### config.mk
export PLATFORM = sky130hd
export DESIGN_NAME = serial_subtractor
export DESIGN_NICKNAME = d
export VERILOG_FILES = /design/src/rtl/adder_pkg.sv /design/src/rtl/serial_subtractor_full_sub_bit.sv /design/src/rtl/serial_subtractor.sv
export SDC_FILE = /design/constraint.sdc
export NUM_CORES = 1
export LEC_CHECK = 0
export CORE_MARGIN = 2
export CORE_UTILIZATION = 52
export DETAILED_ROUTE_END_ITERATION = 16
export PLACE_DENSITY = 0.81
export SLEW_MARGIN = 20
export SYNTH_ARGS = -nofsm -noshare
export SYNTH_HDL_FRONTEND = slang
export SYNTH_SLANG_ARGS = --single-unit
### constraint.sdc
create_clock -name clk -period 3.7 [get_ports clk]
set_input_delay 0.555 -clock clk [delete_from_list [all_inputs] [get_ports clk]]
set_output_delay 0.555 -clock clk [all_outputs]
set_load 0.01 [all_outputs]
### src/rtl/adder_pkg.sv
`default_nettype none
// ============================================================================
// Module      : adder_pkg
// Description : Shared definitions for the 4-bit arithmetic test datapath.
//               Holds the bit-serial FSM state encoding and the default
//               operand width used by the adder and serial_subtractor.
// Config      : none (SUB_SAT_EN is consumed by serial_subtractor only)
// Revision    : 1.0 - initial release
// ============================================================================
package adder_pkg;

   // Default operand/result width of the arithmetic datapath
   localparam int DEFAULT_WIDTH = 4;

   // Bit-serial engine states; encodings are shared with the adder so that
   // both blocks look alike in waveforms and debug registers.
   typedef enum logic [1:0] {
      ST_IDLE  = 2'd0,
      ST_SHIFT = 2'd1,
      ST_DONE  = 2'd2
   } state_e;

endpackage : adder_pkg
`default_nettype wire

### src/rtl/serial_subtractor_full_sub_bit.sv
`default_nettype none
// ============================================================================
// Module      : full_sub_bit
// Description : One-bit full subtractor, purely combinational.
//               d    = a - b - bin   (difference bit)
//               bout = borrow out of this bit position
// Ports       : a    in  1  minuend bit
//               b    in  1  subtrahend bit
//               bin  in  1  borrow in from the less significant bit
//               d    out 1  difference bit
//               bout out 1  borrow out to the more significant bit
// Revision    : 1.0 - initial release
// ============================================================================
module full_sub_bit (
   input  logic a,
   input  logic b,
   input  logic bin,
   output logic d,
   output logic bout
);

   logic w_axb;

   assign w_axb = a ^ b;
   assign d     = w_axb ^ bin;
   // Borrow when b exceeds a outright, or when a == b and a borrow is pending
   assign bout  = (~a & b) | (~w_axb & bin);

endmodule : full_sub_bit
`default_nettype wire

### src/rtl/serial_subtractor.sv
`default_nettype none
// ============================================================================
// Module      : serial_subtractor
// Description : Bit-serial unsigned subtractor computing A - B LSB-first,
//               one bit per clock. Operands enter on a valid/ready handshake,
//               the difference and borrow leave on a valid/ready handshake.
//               An operation takes WIDTH SHIFT cycles; out_valid rises WIDTH
//               edges after the accept edge.
// Config      : SUB_SAT_EN - when defined, an underflowing result (borrow=1)
//               is clamped to zero on entry to DONE; borrow still reads 1.
//               When undefined, data_out is the wrapped modulo-2^WIDTH value.
// Parameters  : WIDTH     operand/result width, >= 2
// Ports       : clk       in   1      rising-edge clock
//               rst       in   1      asynchronous active-high reset
//               in_valid  in   1      operands valid
//               in_ready  out  1      ready for operands (IDLE only)
//               data_in1  in   WIDTH  minuend A
//               data_in2  in   WIDTH  subtrahend B
//               out_valid out  1      result valid (DONE only)
//               out_ready in   1      consumer takes the result
//               data_out  out  WIDTH  difference A - B
//               borrow    out  1      set when A < B
// Revision    : 1.0 - initial release
// ============================================================================
module serial_subtractor
   import adder_pkg::*;
#(
   parameter int WIDTH = DEFAULT_WIDTH
) (
   input  logic             clk,
   input  logic             rst,
   input  logic             in_valid,
   output logic             in_ready,
   input  logic [WIDTH-1:0] data_in1,
   input  logic [WIDTH-1:0] data_in2,
   output logic             out_valid,
   input  logic             out_ready,
   output logic [WIDTH-1:0] data_out,
   output logic             borrow
);

   localparam int               CNT_W    = $clog2(WIDTH);
   localparam int               RES_W    = WIDTH - 1;
   localparam logic [CNT_W-1:0] CNT_LAST = CNT_W'(WIDTH - 1);
   localparam logic [CNT_W-1:0] CNT_ONE  = CNT_W'(1);

   // ------------------------------------------------------------------------
   // State and datapath registers
   // ------------------------------------------------------------------------
   state_e             state_q,  state_d;
   logic [CNT_W-1:0]   cnt_q,    cnt_d;
   logic [WIDTH-1:0]   a_q,      a_d;
   logic [WIDTH-1:0]   b_q,      b_d;
   // Partial result holds only WIDTH-1 bits: the last difference bit is
   // taken straight from the subtractor cell on the final SHIFT edge.
   logic [RES_W-1:0]   res_q,    res_d;
   logic               br_q,     br_d;
   logic [WIDTH-1:0]   dout_q,   dout_d;
   logic               borrow_q, borrow_d;

   logic               w_diff;
   logic               w_bout;
   logic [WIDTH-1:0]   w_full;
   logic               w_accept;

   // ------------------------------------------------------------------------
   // Single serial subtractor cell working on the operand LSBs
   // ------------------------------------------------------------------------
   full_sub_bit u_full_sub_bit (
      .a    (a_q[0]),
      .b    (b_q[0]),
      .bin  (br_q),
      .d    (w_diff),
      .bout (w_bout)
   );

   // Result as it stands once the current bit is shifted in
   assign w_full   = {w_diff, res_q};
   assign w_accept = in_valid && (state_q == ST_IDLE);

   // ------------------------------------------------------------------------
   // FSM state register
   // ------------------------------------------------------------------------
   always_ff @(posedge clk or posedge rst) begin
      if (rst) begin
         state_q <= ST_IDLE;
      end else begin
         state_q <= state_d;
      end
   end

   // ------------------------------------------------------------------------
   // Datapath registers
   // ------------------------------------------------------------------------
   always_ff @(posedge clk or posedge rst) begin
      if (rst) begin
         cnt_q    <= '0;
         a_q      <= '0;
         b_q      <= '0;
         res_q    <= '0;
         br_q     <= 1'b0;
         dout_q   <= '0;
         borrow_q <= 1'b0;
      end else begin
         cnt_q    <= cnt_d;
         a_q      <= a_d;
         b_q      <= b_d;
         res_q    <= res_d;
         br_q     <= br_d;
         dout_q   <= dout_d;
         borrow_q <= borrow_d;
      end
   end

   // ------------------------------------------------------------------------
   // Next-state and datapath update logic
   // ------------------------------------------------------------------------
   always_comb begin
      state_d  = state_q;
      cnt_d    = cnt_q;
      a_d      = a_q;
      b_d      = b_q;
      res_d    = res_q;
      br_d     = br_q;
      dout_d   = dout_q;
      borrow_d = borrow_q;

      case (state_q)
         ST_IDLE: begin
            if (w_accept) begin
               a_d     = data_in1;
               b_d     = data_in2;
               res_d   = '0;
               cnt_d   = '0;
               br_d    = 1'b0;
               state_d = ST_SHIFT;
            end
         end

         ST_SHIFT: begin
            a_d   = a_q >> 1;
            b_d   = b_q >> 1;
            res_d = RES_W'(w_full >> 1);
            br_d  = w_bout;
            cnt_d = cnt_q + CNT_ONE;
            if (cnt_q == CNT_LAST) begin
               // Outputs only move here, so they stay stable through DONE
               // and keep their value while idle afterwards.
               dout_d   = w_full;
               borrow_d = w_bout;
`ifdef SUB_SAT_EN
               if (w_bout) begin
                  dout_d = '0;
               end
`endif
               state_d  = ST_DONE;
            end
         end

         ST_DONE: begin
            if (out_ready) begin
               state_d = ST_IDLE;
            end
         end

         default: begin
            state_d = ST_IDLE;
         end
      endcase
   end

   // ------------------------------------------------------------------------
   // Outputs
   // ------------------------------------------------------------------------
   assign in_ready  = (state_q == ST_IDLE);
   assign out_valid = (state_q == ST_DONE);
   assign data_out  = dout_q;
   assign borrow    = borrow_q;

endmodule : serial_subtractor
`default_nettype wire

==> impl_results.html, run 1 <==
<table>
<tr><th>Metric</th><th>Value</th></tr>
<tr><th colspan="2">Outcome</th></tr>
<tr><td>Outcome</td><td>completed</td></tr>
<tr><th colspan="2">Global routing</th></tr>
<tr><td>Met1 Usage GRT</td><td>22.9%</td></tr>
<tr><td>Grt met2 use</td><td>28.9%</td></tr>
<tr><td>Wire length of the first global-routing pass</td><td>between 2 and 3 mm</td></tr>
<tr><td>GR peak layer</td><td>met2</td></tr>
<tr><td>Largest net degree at the start of global routing</td><td>22</td></tr>
<tr><td>All-Layer GR Usage</td><td>17.9%</td></tr>
<tr><td>Number of antenna violations at the first check in global routing</td><td>0</td></tr>
<tr><td>Final global-route overflow total</td><td>0</td></tr>
<tr><td>Vias in the first global route</td><td>625</td></tr>
<tr><td>Met3 track demand over resource in global routing</td><td>under 10%</td></tr>
<tr><th colspan="2">Placed design</th></tr>
<tr><td>Global placement routability congestion</td><td>0.756</td></tr>
<tr><td>Detailed placement HPWL</td><td>1.19 mm</td></tr>
<tr><td>Buffers on Ports</td><td>18</td></tr>
<tr><td>Cell Area, Placed</td><td>0.00110 mm2</td></tr>
<tr><th colspan="2">Drt</th></tr>
<tr><td>Average routed wire per standard cell</td><td>13.8 um</td></tr>
<tr><td>Number of DRC markers in iteration 0</td><td>12</td></tr>
<tr><td>1st-pass router iterations</td><td>4</td></tr>
<tr><td>Routed vias</td><td>622</td></tr>
<tr><td>Antenna viol nets, final</td><td>0</td></tr>
<tr><td>Final wirelength</td><td>1.60 mm</td></tr>
<tr><td>Via count normalized by instance count</td><td>5.36</td></tr>
<tr><td>Number of remaining DRC errors</td><td>0</td></tr>
<tr><th colspan="2">Pwr</th></tr>
<tr><td>Static leakage power</td><td>0.506 nW</td></tr>
<tr><td>Maximum vdd ir drop</td><td>0.469 mV</td></tr>
<tr><td>Power per Cell Area</td><td>just over 800 mW/mm2</td></tr>
<tr><td>Total design power</td><td>0.935 mW</td></tr>
<tr><th colspan="2">Clock network</th></tr>
<tr><td>Number of buffers inserted to repair setup after CTS</td><td>0</td></tr>
<tr><td>Number of instances resized during post-cts repair</td><td>0</td></tr>
<tr><td>Num CTS Buffers</td><td>3</td></tr>
<tr><td>Maximum buffer depth of the clock tree</td><td>2</td></tr>
<tr><td>Number of buffers added to fix hold violations after cts</td><td>0</td></tr>
<tr><td>Root cell of the clock tree</td><td>sky130_fd_sc_hd__clkbuf_4</td></tr>
<tr><td>Number of sinks handled by clock tree synthesis</td><td>21</td></tr>
<tr><td>Maximum level of the CTS H-tree</td><td>1</td></tr>
<tr><td>Clock-pin slew of the registers on the worst-case setup and hold paths</td><td>110 ps</td></tr>
<tr><td>Clk_lat worst skew</td><td>300 ps</td></tr>
<tr><td>TritonCTS clock tree</td><td>yes</td></tr>
<tr><th colspan="2">Logic synthesis</th></tr>
<tr><td>Area contributors post-synth</td><td>sky130_fd_sc_hd__dfrtp_1, sky130_fd_sc_hd__mux2_2, sky130_fd_sc_hd__a22o_1</td></tr>
<tr><td>Yosys warning count</td><td>0</td></tr>
<tr><td>Post-synthesis area per instance</td><td>around 13 um2</td></tr>
<tr><td>Synthesized instance count</td><td>73</td></tr>
<tr><td>Leading area contributor after synthesis</td><td>sky130_fd_sc_hd__dfrtp_1</td></tr>
<tr><td>Share of synthesized area occupied by flip-flops and latches</td><td>56.7%</td></tr>
<tr><td>Distinct cell type count of the synthesized netlist</td><td>22</td></tr>
<tr><td>Synthesized net count</td><td>87</td></tr>
<tr><td>Combined area of all synthesized cells</td><td>927 um2</td></tr>
<tr><td>Area share of the leading cell type in the synthesized netlist</td><td>a little under three fifths</td></tr>
<tr><td>Synthesized flop and latch total</td><td>21</td></tr>
<tr><th colspan="2">Critical path</th></tr>
<tr><td>Family with the most delay on the worst path</td><td>buffers and inverters</td></tr>
<tr><td>CP Launch Type</td><td>register</td></tr>
<tr><td>Critical path class</td><td>register to output port</td></tr>
<tr><td>Data arrival time of the critical path</td><td>1770 ps</td></tr>
<tr><td>Sort of element at the end of the critical path</td><td>output port</td></tr>
<tr><td>Highest net fanout along the worst path</td><td>14</td></tr>
<tr><td>Req. time, crit path</td><td>around 3100 ps</td></tr>
<tr><td>FF-to-FF setup slack</td><td>2210 ps</td></tr>
<tr><td>Slowest-stage cell, CP</td><td>sky130_fd_sc_hd__clkdlybuf4s50_1</td></tr>
<tr><td>List of cells traversed by the critical path</td><td>nor2_1 -&gt; clkdlybuf4s50_1</td></tr>
<tr><td>Buffers &amp; Inverters on Critical Path</td><td>1</td></tr>
<tr><td>Highest cell delay on the worst timing path</td><td>610 ps</td></tr>
<tr><th colspan="2">Timing</th></tr>
<tr><td>Slew at the pin closest to its max-slew limit</td><td>769 ps</td></tr>
<tr><td>RSZ-0062 raised after global routing</td><td>false</td></tr>
<tr><td>Fin. Hold Viols</td><td>0</td></tr>
<tr><td>Total negative setup slack</td><td>0 ps</td></tr>
<tr><td>Final worst clock skew</td><td>0.665 ps</td></tr>
<tr><td>Final Slew Violations</td><td>0</td></tr>
<tr><td>Final setup vio count</td><td>0</td></tr>
<tr><td>Portion of the clock cycle consumed by the worst path in the final layout</td><td>62.9%</td></tr>
<tr><td>Fmax</td><td>430 MHz</td></tr>
<tr><td>Minimum clock period</td><td>2330 ps</td></tr>
<tr><td>Worst hold slack across all endpoints</td><td>slightly above 500 ps</td></tr>
<tr><td>Worst slew margin relative to its limit</td><td>48.7%</td></tr>
<tr><th colspan="2">Die</th></tr>
<tr><td>Overall die width</td><td>approximately 46 um</td></tr>
<tr><td>Placeable Area</td><td>0.00171 mm2</td></tr>
<tr><td>Floorplan die height</td><td>between 40 and 50 um</td></tr>
<tr><td>Num rows</td><td>15</td></tr>
<tr><td>Die ar.</td><td>0.00214 mm2</td></tr>
<tr><td>Effective utilization at floorplan</td><td>54.3%</td></tr>
<tr><td>Num ports</td><td>19</td></tr>
<tr><th colspan="2">Flow run</th></tr>
<tr><td>Max-cap viol count</td><td>0</td></tr>
<tr><th colspan="2">Cells and area</th></tr>
<tr><td>Signed area change from the synthesized netlist to the final layout</td><td>21.9%</td></tr>
<tr><td>Area of all placed cells without fillers</td><td>0.00113 mm2</td></tr>
<tr><td>Count of inserted antenna diode cells</td><td>0</td></tr>
<tr><td>Share of layout cells above drive strength 1</td><td>around 11%</td></tr>
<tr><td>Total number of nets in the final design</td><td>106</td></tr>
<tr><td>Share of the core filled with cells in the final layout</td><td>66.2%</td></tr>
<tr><th colspan="2">Worst hold path</th></tr>
<tr><td>Worst min-delay path class</td><td>register to register</td></tr>
</table>
==> per-stage QoR <==
step           std cells  setup WS [ps]
3_5_place_dp         112           1720
4_1_cts              116           1370
5_1_grt              116           1270
2_1_floorplan         73           2320
6_report             116           1370
3_3_place_gp         112           1740
==> synth_stat cells <==
master and number:
sky130_fd_sc_hd__nor2_1 4, sky130_fd_sc_hd__mux2_2 6, sky130_fd_sc_hd__nor4b_1 4, sky130_fd_sc_hd__a221oi_1 3
sky130_fd_sc_hd__o21ai_0 1, sky130_fd_sc_hd__fa_1 1, sky130_fd_sc_hd__nand3b_1 1, sky130_fd_sc_hd__nor3b_1 1
sky130_fd_sc_hd__a32o_1 2, sky130_fd_sc_hd__a22o_1 5, sky130_fd_sc_hd__a211oi_1 1, sky130_fd_sc_hd__dfrtp_1 21
sky130_fd_sc_hd__buf_6 2, sky130_fd_sc_hd__ha_1 1, sky130_fd_sc_hd__a222oi_1 2, sky130_fd_sc_hd__buf_2 1
sky130_fd_sc_hd__a21oi_1 1, sky130_fd_sc_hd__inv_1 10, sky130_fd_sc_hd__o21bai_2 1, sky130_fd_sc_hd__nor2b_1 3
sky130_fd_sc_hd__buf_4 1, sky130_fd_sc_hd__nand2b_1 1
==> worst paths after layout <==
check	start	to	cells after the start
max	state_q[0]	in_ready	2
min	borrow	borrow	1
max reg2reg	state_q[0]	a_q[0]	2
min reg2reg	borrow	borrow	1
max in group asynchronous	rst	borrow	2
min in group asynchronous	rst	data_out[1]	2
==> cell type report <==
cell class	count	area, um2
Inverter	10	37.5
Tap cell	25	31.3
Timing Repair Buffer	18	180
Sequential cell	21	526
Fill cell	146	578
Multi-Input combinational cell	38	329
Clock buffer	4	26.3
==> layout by cell type, fill, tap and decap left out <==
cell type | netlist | routed
sky130_fd_sc_hd__dfrtp_1 | 21 | 21
sky130_fd_sc_hd__clkdlybuf4s50_1 | 0 | 18
sky130_fd_sc_hd__inv_1 | 10 | 10
sky130_fd_sc_hd__mux2_2 | 6 | 6
sky130_fd_sc_hd__a22o_1 | 5 | 5
sky130_fd_sc_hd__nor2_1 | 4 | 4
sky130_fd_sc_hd__nor4b_1 | 4 | 4
sky130_fd_sc_hd__nor2b_1 | 3 | 3
sky130_fd_sc_hd__a221oi_1 | 3 | 3
sky130_fd_sc_hd__clkbuf_4 | 0 | 3
sky130_fd_sc_hd__a32o_1 | 2 | 2
sky130_fd_sc_hd__a222oi_1 | 2 | 2
sky130_fd_sc_hd__o21bai_2 | 1 | 1
sky130_fd_sc_hd__nand3b_1 | 1 | 1
sky130_fd_sc_hd__nand2b_1 | 1 | 1
sky130_fd_sc_hd__o21ai_0 | 1 | 1
sky130_fd_sc_hd__nor3b_1 | 1 | 1
sky130_fd_sc_hd__a211oi_1 | 1 | 1
sky130_fd_sc_hd__a21oi_1 | 1 | 1
sky130_fd_sc_hd__fa_1 | 1 | 1
sky130_fd_sc_hd__ha_1 | 1 | 1
sky130_fd_sc_hd__clkbuf_1 | 0 | 1
==> cells by family (layout without fill, tap and decap cells) <==
kind of cell | count (synthesis) | in the layout | share of synthesized area, %
buffers and inverters | 14 | 32 | 7.83
muxes | 6 | 6 | 7.29
DFF | 21 | 21 | 56.7
adders and majority gates | 2 | 2 | 3.51
AOI/OAI and AO/OA | 16 | 16 | 15.0
and+or+nand+nor | 14 | 14 | 9.72
==> power by group <==
| group | internal, mW | total [mW] | switching (mW) |
|---|---|---|---|
| clock | 0.0420 | 0.109 | 0.0667 |
| combinational | 0.225 | 0.408 | 0.183 |
| sequential | 0.336 | 0.418 | 0.0813 |
==> per-layer routing <==
metal / vias to the layer above / share of wire, %
met5: - / 0
met1: 304 / 47
met2: 18 / 48
li1: 298 / -
met3: 2 / 4.4
met4: 0 / 0.75
==> registers in the layout, indices dropped and copies added (netlist names) <==
signal and count:
a_q 4, b_q 4, data_out 4, res_q 3, cnt_q 2, state_q 2, borrow 1, br_q 1
==> worst register-to-register path: cells and delay by family, from the launching register on <==
family / cells / cell delay (ps)
simple gates: 1 / 530
compound gates: 1 / 210
flops: 1 / 600
Note: power is estimated with default switching activity, not from simulation.
==> run 2, diff against run 1 <==
--- a/config.mk
+++ b/config.mk
@@ -6,9 +6,9 @@
 export NUM_CORES = 1
 export LEC_CHECK = 0
 export CORE_MARGIN = 2
-export CORE_UTILIZATION = 52
+export CORE_UTILIZATION = 49
 export DETAILED_ROUTE_END_ITERATION = 16
-export PLACE_DENSITY = 0.81
+export PLACE_DENSITY = 0.77
 export SLEW_MARGIN = 20
 export SYNTH_ARGS = -nofsm -noshare
 export SYNTH_HDL_FRONTEND = slang
==> constraint.sdc (replaced) <==
create_clock -name clk -period 2.4 [get_ports clk]
set_input_delay 0.36 -clock clk [delete_from_list [all_inputs] [get_ports clk]]
set_output_delay 0.36 -clock clk [all_outputs]
set_load 0.01 [all_outputs]
==> impl_results.html, run 2 (synthesis gave the netlist of run 1 again) <==
<table>
<tr><th>Metric</th><th>Value</th></tr>
<tr><th colspan="2">Drt</th></tr>
<tr><td>Number of DRC markers in iteration 0</td><td>22 (was 12)</td></tr>
<tr><td>Via count normalized by instance count</td><td>5.28 (was 5.36)</td></tr>
<tr><td>Average routed wire per standard cell</td><td>13.2 um (was 13.8 um)</td></tr>
<tr><td>Number of remaining DRC errors</td><td>0 (unchanged)</td></tr>
<tr><td>Routed vias</td><td>613 (was 622)</td></tr>
<tr><td>1st-pass router iterations</td><td>4 (unchanged)</td></tr>
<tr><td>Final wirelength</td><td>1.53 mm (was 1.60 mm)</td></tr>
<tr><td>Antenna viol nets, final</td><td>0 (unchanged)</td></tr>
<tr><th colspan="2">Placed design</th></tr>
<tr><td>Global placement routability congestion</td><td>0.751 (was 0.756)</td></tr>
<tr><td>Detailed placement HPWL</td><td>1.13 mm (was 1.19 mm)</td></tr>
<tr><td>Buffers on Ports</td><td>18 (unchanged)</td></tr>
<tr><th colspan="2">Flow run</th></tr>
<tr><td>Max-cap viol count</td><td>0 (unchanged)</td></tr>
<tr><th colspan="2">Cells and area</th></tr>
<tr><td>Signed area change from the synthesized netlist to the final layout</td><td>21.9% (unchanged)</td></tr>
<tr><td>Footprint of the multi-input gates</td><td>329 um2 (unchanged)</td></tr>
<tr><td>Total number of nets in the final design</td><td>106 (unchanged)</td></tr>
<tr><td>Share of layout cells above drive strength 1</td><td>11.0% (unchanged)</td></tr>
<tr><td>Count of inserted antenna diode cells</td><td>0 (unchanged)</td></tr>
<tr><td>Most common cell after layout, fill and taps aside</td><td>sky130_fd_sc_hd__dfrtp_1 (unchanged)</td></tr>
<tr><td>Area taken by flip-flops and latches</td><td>526 um2 (unchanged)</td></tr>
<tr><td>Commonest non-fill, non-tap cells in the layout</td><td>sky130_fd_sc_hd__dfrtp_1, sky130_fd_sc_hd__clkdlybuf4s50_1, sky130_fd_sc_hd__inv_1 (unchanged)</td></tr>
<tr><td>Fillers</td><td>150 (was 146)</td></tr>
<tr><th colspan="2">Timing</th></tr>
<tr><td>RSZ-0062 raised after global routing</td><td>false (unchanged)</td></tr>
<tr><td>Fmax</td><td>roughly 480 MHz</td></tr>
<tr><td>Final worst clock skew</td><td>9.28 ps (was 0.665 ps)</td></tr>
<tr><td>Slew at the pin closest to its max-slew limit</td><td>760 ps (was 769 ps)</td></tr>
<tr><td>Minimum clock period</td><td>~2100 ps</td></tr>
<tr><td>Worst slew margin relative to its limit</td><td>49.3% (was 48.7%)</td></tr>
<tr><td>Portion of the clock cycle consumed by the worst path in the final layout</td><td>87.7%</td></tr>
<tr><td>Total negative setup slack</td><td>0 ps (unchanged)</td></tr>
<tr><td>Fin. Hold Viols</td><td>0 (unchanged)</td></tr>
<tr><td>Final setup vio count</td><td>0 (unchanged)</td></tr>
<tr><td>Worst hold slack across all endpoints</td><td>484 ps (was 515 ps)</td></tr>
<tr><td>Final Slew Violations</td><td>0 (unchanged)</td></tr>
<tr><th colspan="2">Global routing</th></tr>
<tr><td>Met3 track demand over resource in global routing</td><td>4.53% (was 2.35%)</td></tr>
<tr><td>Vias in the first global route</td><td>584 (was 625)</td></tr>
<tr><td>Grt met2 use</td><td>25.7% (was 28.9%)</td></tr>
<tr><td>Largest net degree at the start of global routing</td><td>22 (unchanged)</td></tr>
<tr><td>Number of antenna violations at the first check in global routing</td><td>0 (unchanged)</td></tr>
<tr><td>GR peak layer</td><td>met2 (unchanged)</td></tr>
<tr><td>Final global-route overflow total</td><td>0 (unchanged)</td></tr>
<tr><td>Wire length of the first global-routing pass</td><td>2.48 mm (was 2.64 mm)</td></tr>
<tr><td>All-Layer GR Usage</td><td>16.5% (was 17.9%)</td></tr>
<tr><td>Met1 Usage GRT</td><td>21.2% (was 22.9%)</td></tr>
<tr><th colspan="2">Outcome</th></tr>
<tr><td>Outcome</td><td>completed (unchanged)</td></tr>
<tr><th colspan="2">Die</th></tr>
<tr><td>Effective utilization at floorplan</td><td>53.1% (was 54.3%)</td></tr>
<tr><td>Num ports</td><td>19 (unchanged)</td></tr>
<tr><td>Die ar.</td><td>0.00226 mm2 (was 0.00214 mm2)</td></tr>
<tr><td>Num rows</td><td>15 (unchanged)</td></tr>
<tr><td>Overall die width</td><td>47.5 um (was 46.2 um)</td></tr>
<tr><td>Floorplan die height</td><td>47.5 um (was 46.2 um)</td></tr>
<tr><td>Placeable Area</td><td>0.00175 mm2 (was 0.00171 mm2)</td></tr>
<tr><th colspan="2">Critical path</th></tr>
<tr><td>Highest net fanout along the worst path</td><td>13 (was 14)</td></tr>
<tr><td>Destination of the critical timing path</td><td>in_ready (unchanged)</td></tr>
<tr><td>Data arrival time of the critical path</td><td>1740 ps (was 1770 ps)</td></tr>
<tr><td>FF-to-FF setup slack</td><td>910 ps (was 2210 ps)</td></tr>
<tr><td>Critical R2R Capture</td><td>a_q[1] (was a_q[0])</td></tr>
<tr><td>Logic depth of the worst register-to-register path</td><td>2 (unchanged)</td></tr>
<tr><td>Req. time, crit path</td><td>2040 ps (was 3140 ps)</td></tr>
<tr><td>CP Launch Type</td><td>register (unchanged)</td></tr>
<tr><td>Launch point of the worst path</td><td>state_q[1] (was state_q[0])</td></tr>
<tr><td>Critical path class</td><td>register to output port (unchanged)</td></tr>
<tr><td>Sort of element at the end of the critical path</td><td>output port (unchanged)</td></tr>
<tr><td>Worst r2r src</td><td>state_q[0] (unchanged)</td></tr>
<tr><th colspan="2">Clock network</th></tr>
<tr><td>Maximum level of the CTS H-tree</td><td>1 (unchanged)</td></tr>
<tr><td>Number of buffers added to fix hold violations after cts</td><td>0 (unchanged)</td></tr>
<tr><td>Number of sinks handled by clock tree synthesis</td><td>21 (unchanged)</td></tr>
<tr><td>Number of instances resized during post-cts repair</td><td>0 (unchanged)</td></tr>
<tr><td>Clock-pin slew of the registers on the worst-case setup and hold paths</td><td>110 ps (about the same)</td></tr>
<tr><td>Root cell of the clock tree</td><td>sky130_fd_sc_hd__clkbuf_4 (unchanged)</td></tr>
<tr><td>TritonCTS clock tree</td><td>yes (unchanged)</td></tr>
<tr><td>Clk_lat worst skew</td><td>300 ps (about the same)</td></tr>
<tr><td>Num CTS Buffers</td><td>3 (unchanged)</td></tr>
<tr><td>Maximum buffer depth of the clock tree</td><td>2 (unchanged)</td></tr>
<tr><td>Number of buffers inserted to repair setup after CTS</td><td>0 (unchanged)</td></tr>
<tr><th colspan="2">Pwr</th></tr>
<tr><td>Power per Cell Area</td><td>1270 mW/mm2 (was 827 mW/mm2)</td></tr>
<tr><td>Static leakage power</td><td>0.506 nW (unchanged)</td></tr>
<tr><td>Maximum vdd ir drop</td><td>0.617 mV (was 0.469 mV)</td></tr>
<tr><td>Total design power</td><td>1.43 mW (was 0.935 mW)</td></tr>
<tr><th colspan="2">Worst hold path</th></tr>
<tr><td>Worst min-delay path class</td><td>input port to async pin (was register to register)</td></tr>
</table>
[run 2: cell counts in the layout (fill, tap and decap cells not counted)]
Identical to the previous run, type by type.
[run 2: critical path: stages, from the launching register on]
cell and delay (ps):
sky130_fd_sc_hd__dfrtp_1 520, sky130_fd_sc_hd__nor2_1 320, sky130_fd_sc_hd__clkdlybuf4s50_1 600
[run 2: area by class of cell]
cell class / instances / area share [%]
tap: 25 / 2.77
inverter: 10 / 3.32
timing repair buffer: 18 / 15.9
clock buffer: 4 / 2.33
sequential: 21 / 46.5
multi-input combinational: 38 / 29.1
[run 2: metrics by stage]
step	setup slack, ps	instances	cell area (um2)	util, %
floorplan	1180	73	927	-
global placement	600	112	1100	63.2
detailed placement	622	112	1100	63.2
CTS	286	116	1130	64.7
global route	170	116	1130	64.7
finish	296	116	1130	64.7
[run 2: worst min-delay path by stage]
stage	to	from	depth (start not counted)
6_report	state_q[1]	rst	2
2_1_floorplan	a_q[0]	rst	1
3_5_place_dp	br_q	br_q	1
5_1_grt	b_q[3]	b_q[3]	1
4_1_cts	data_out[0]	rst	2
3_3_place_gp	a_q[3]	a_q[3]	1
[run 2: power breakdown]
part | internal, mW | switching (mW)
clock | 0.0647 | 0.0975
combinational | 0.347 | 0.281
sequential | 0.519 | 0.125
total | 0.931 | 0.503
[run 2: metal layers]
layer | share of wire (%) | vias to the layer above
li1 | - | 298
met1 | 46 | 290
met2 | 48 | 23
met3 | 5.8 | 2
met4 | 0.79 | 0
met5 | 0 | -
==> run 3, diff against run 2 <==
--- a/config.mk
+++ b/config.mk
@@ -7,6 +7,7 @@
 export LEC_CHECK = 0
 export CORE_MARGIN = 2
 export CORE_UTILIZATION = 49
+export CTS_CLUSTER_DIAMETER = 200
 export DETAILED_ROUTE_END_ITERATION = 16
 export PLACE_DENSITY = 0.77
 export SLEW_MARGIN = 20
==> results of run 3 <==
Same layout as run 2: the final DEF is identical, and so are final timing and power.
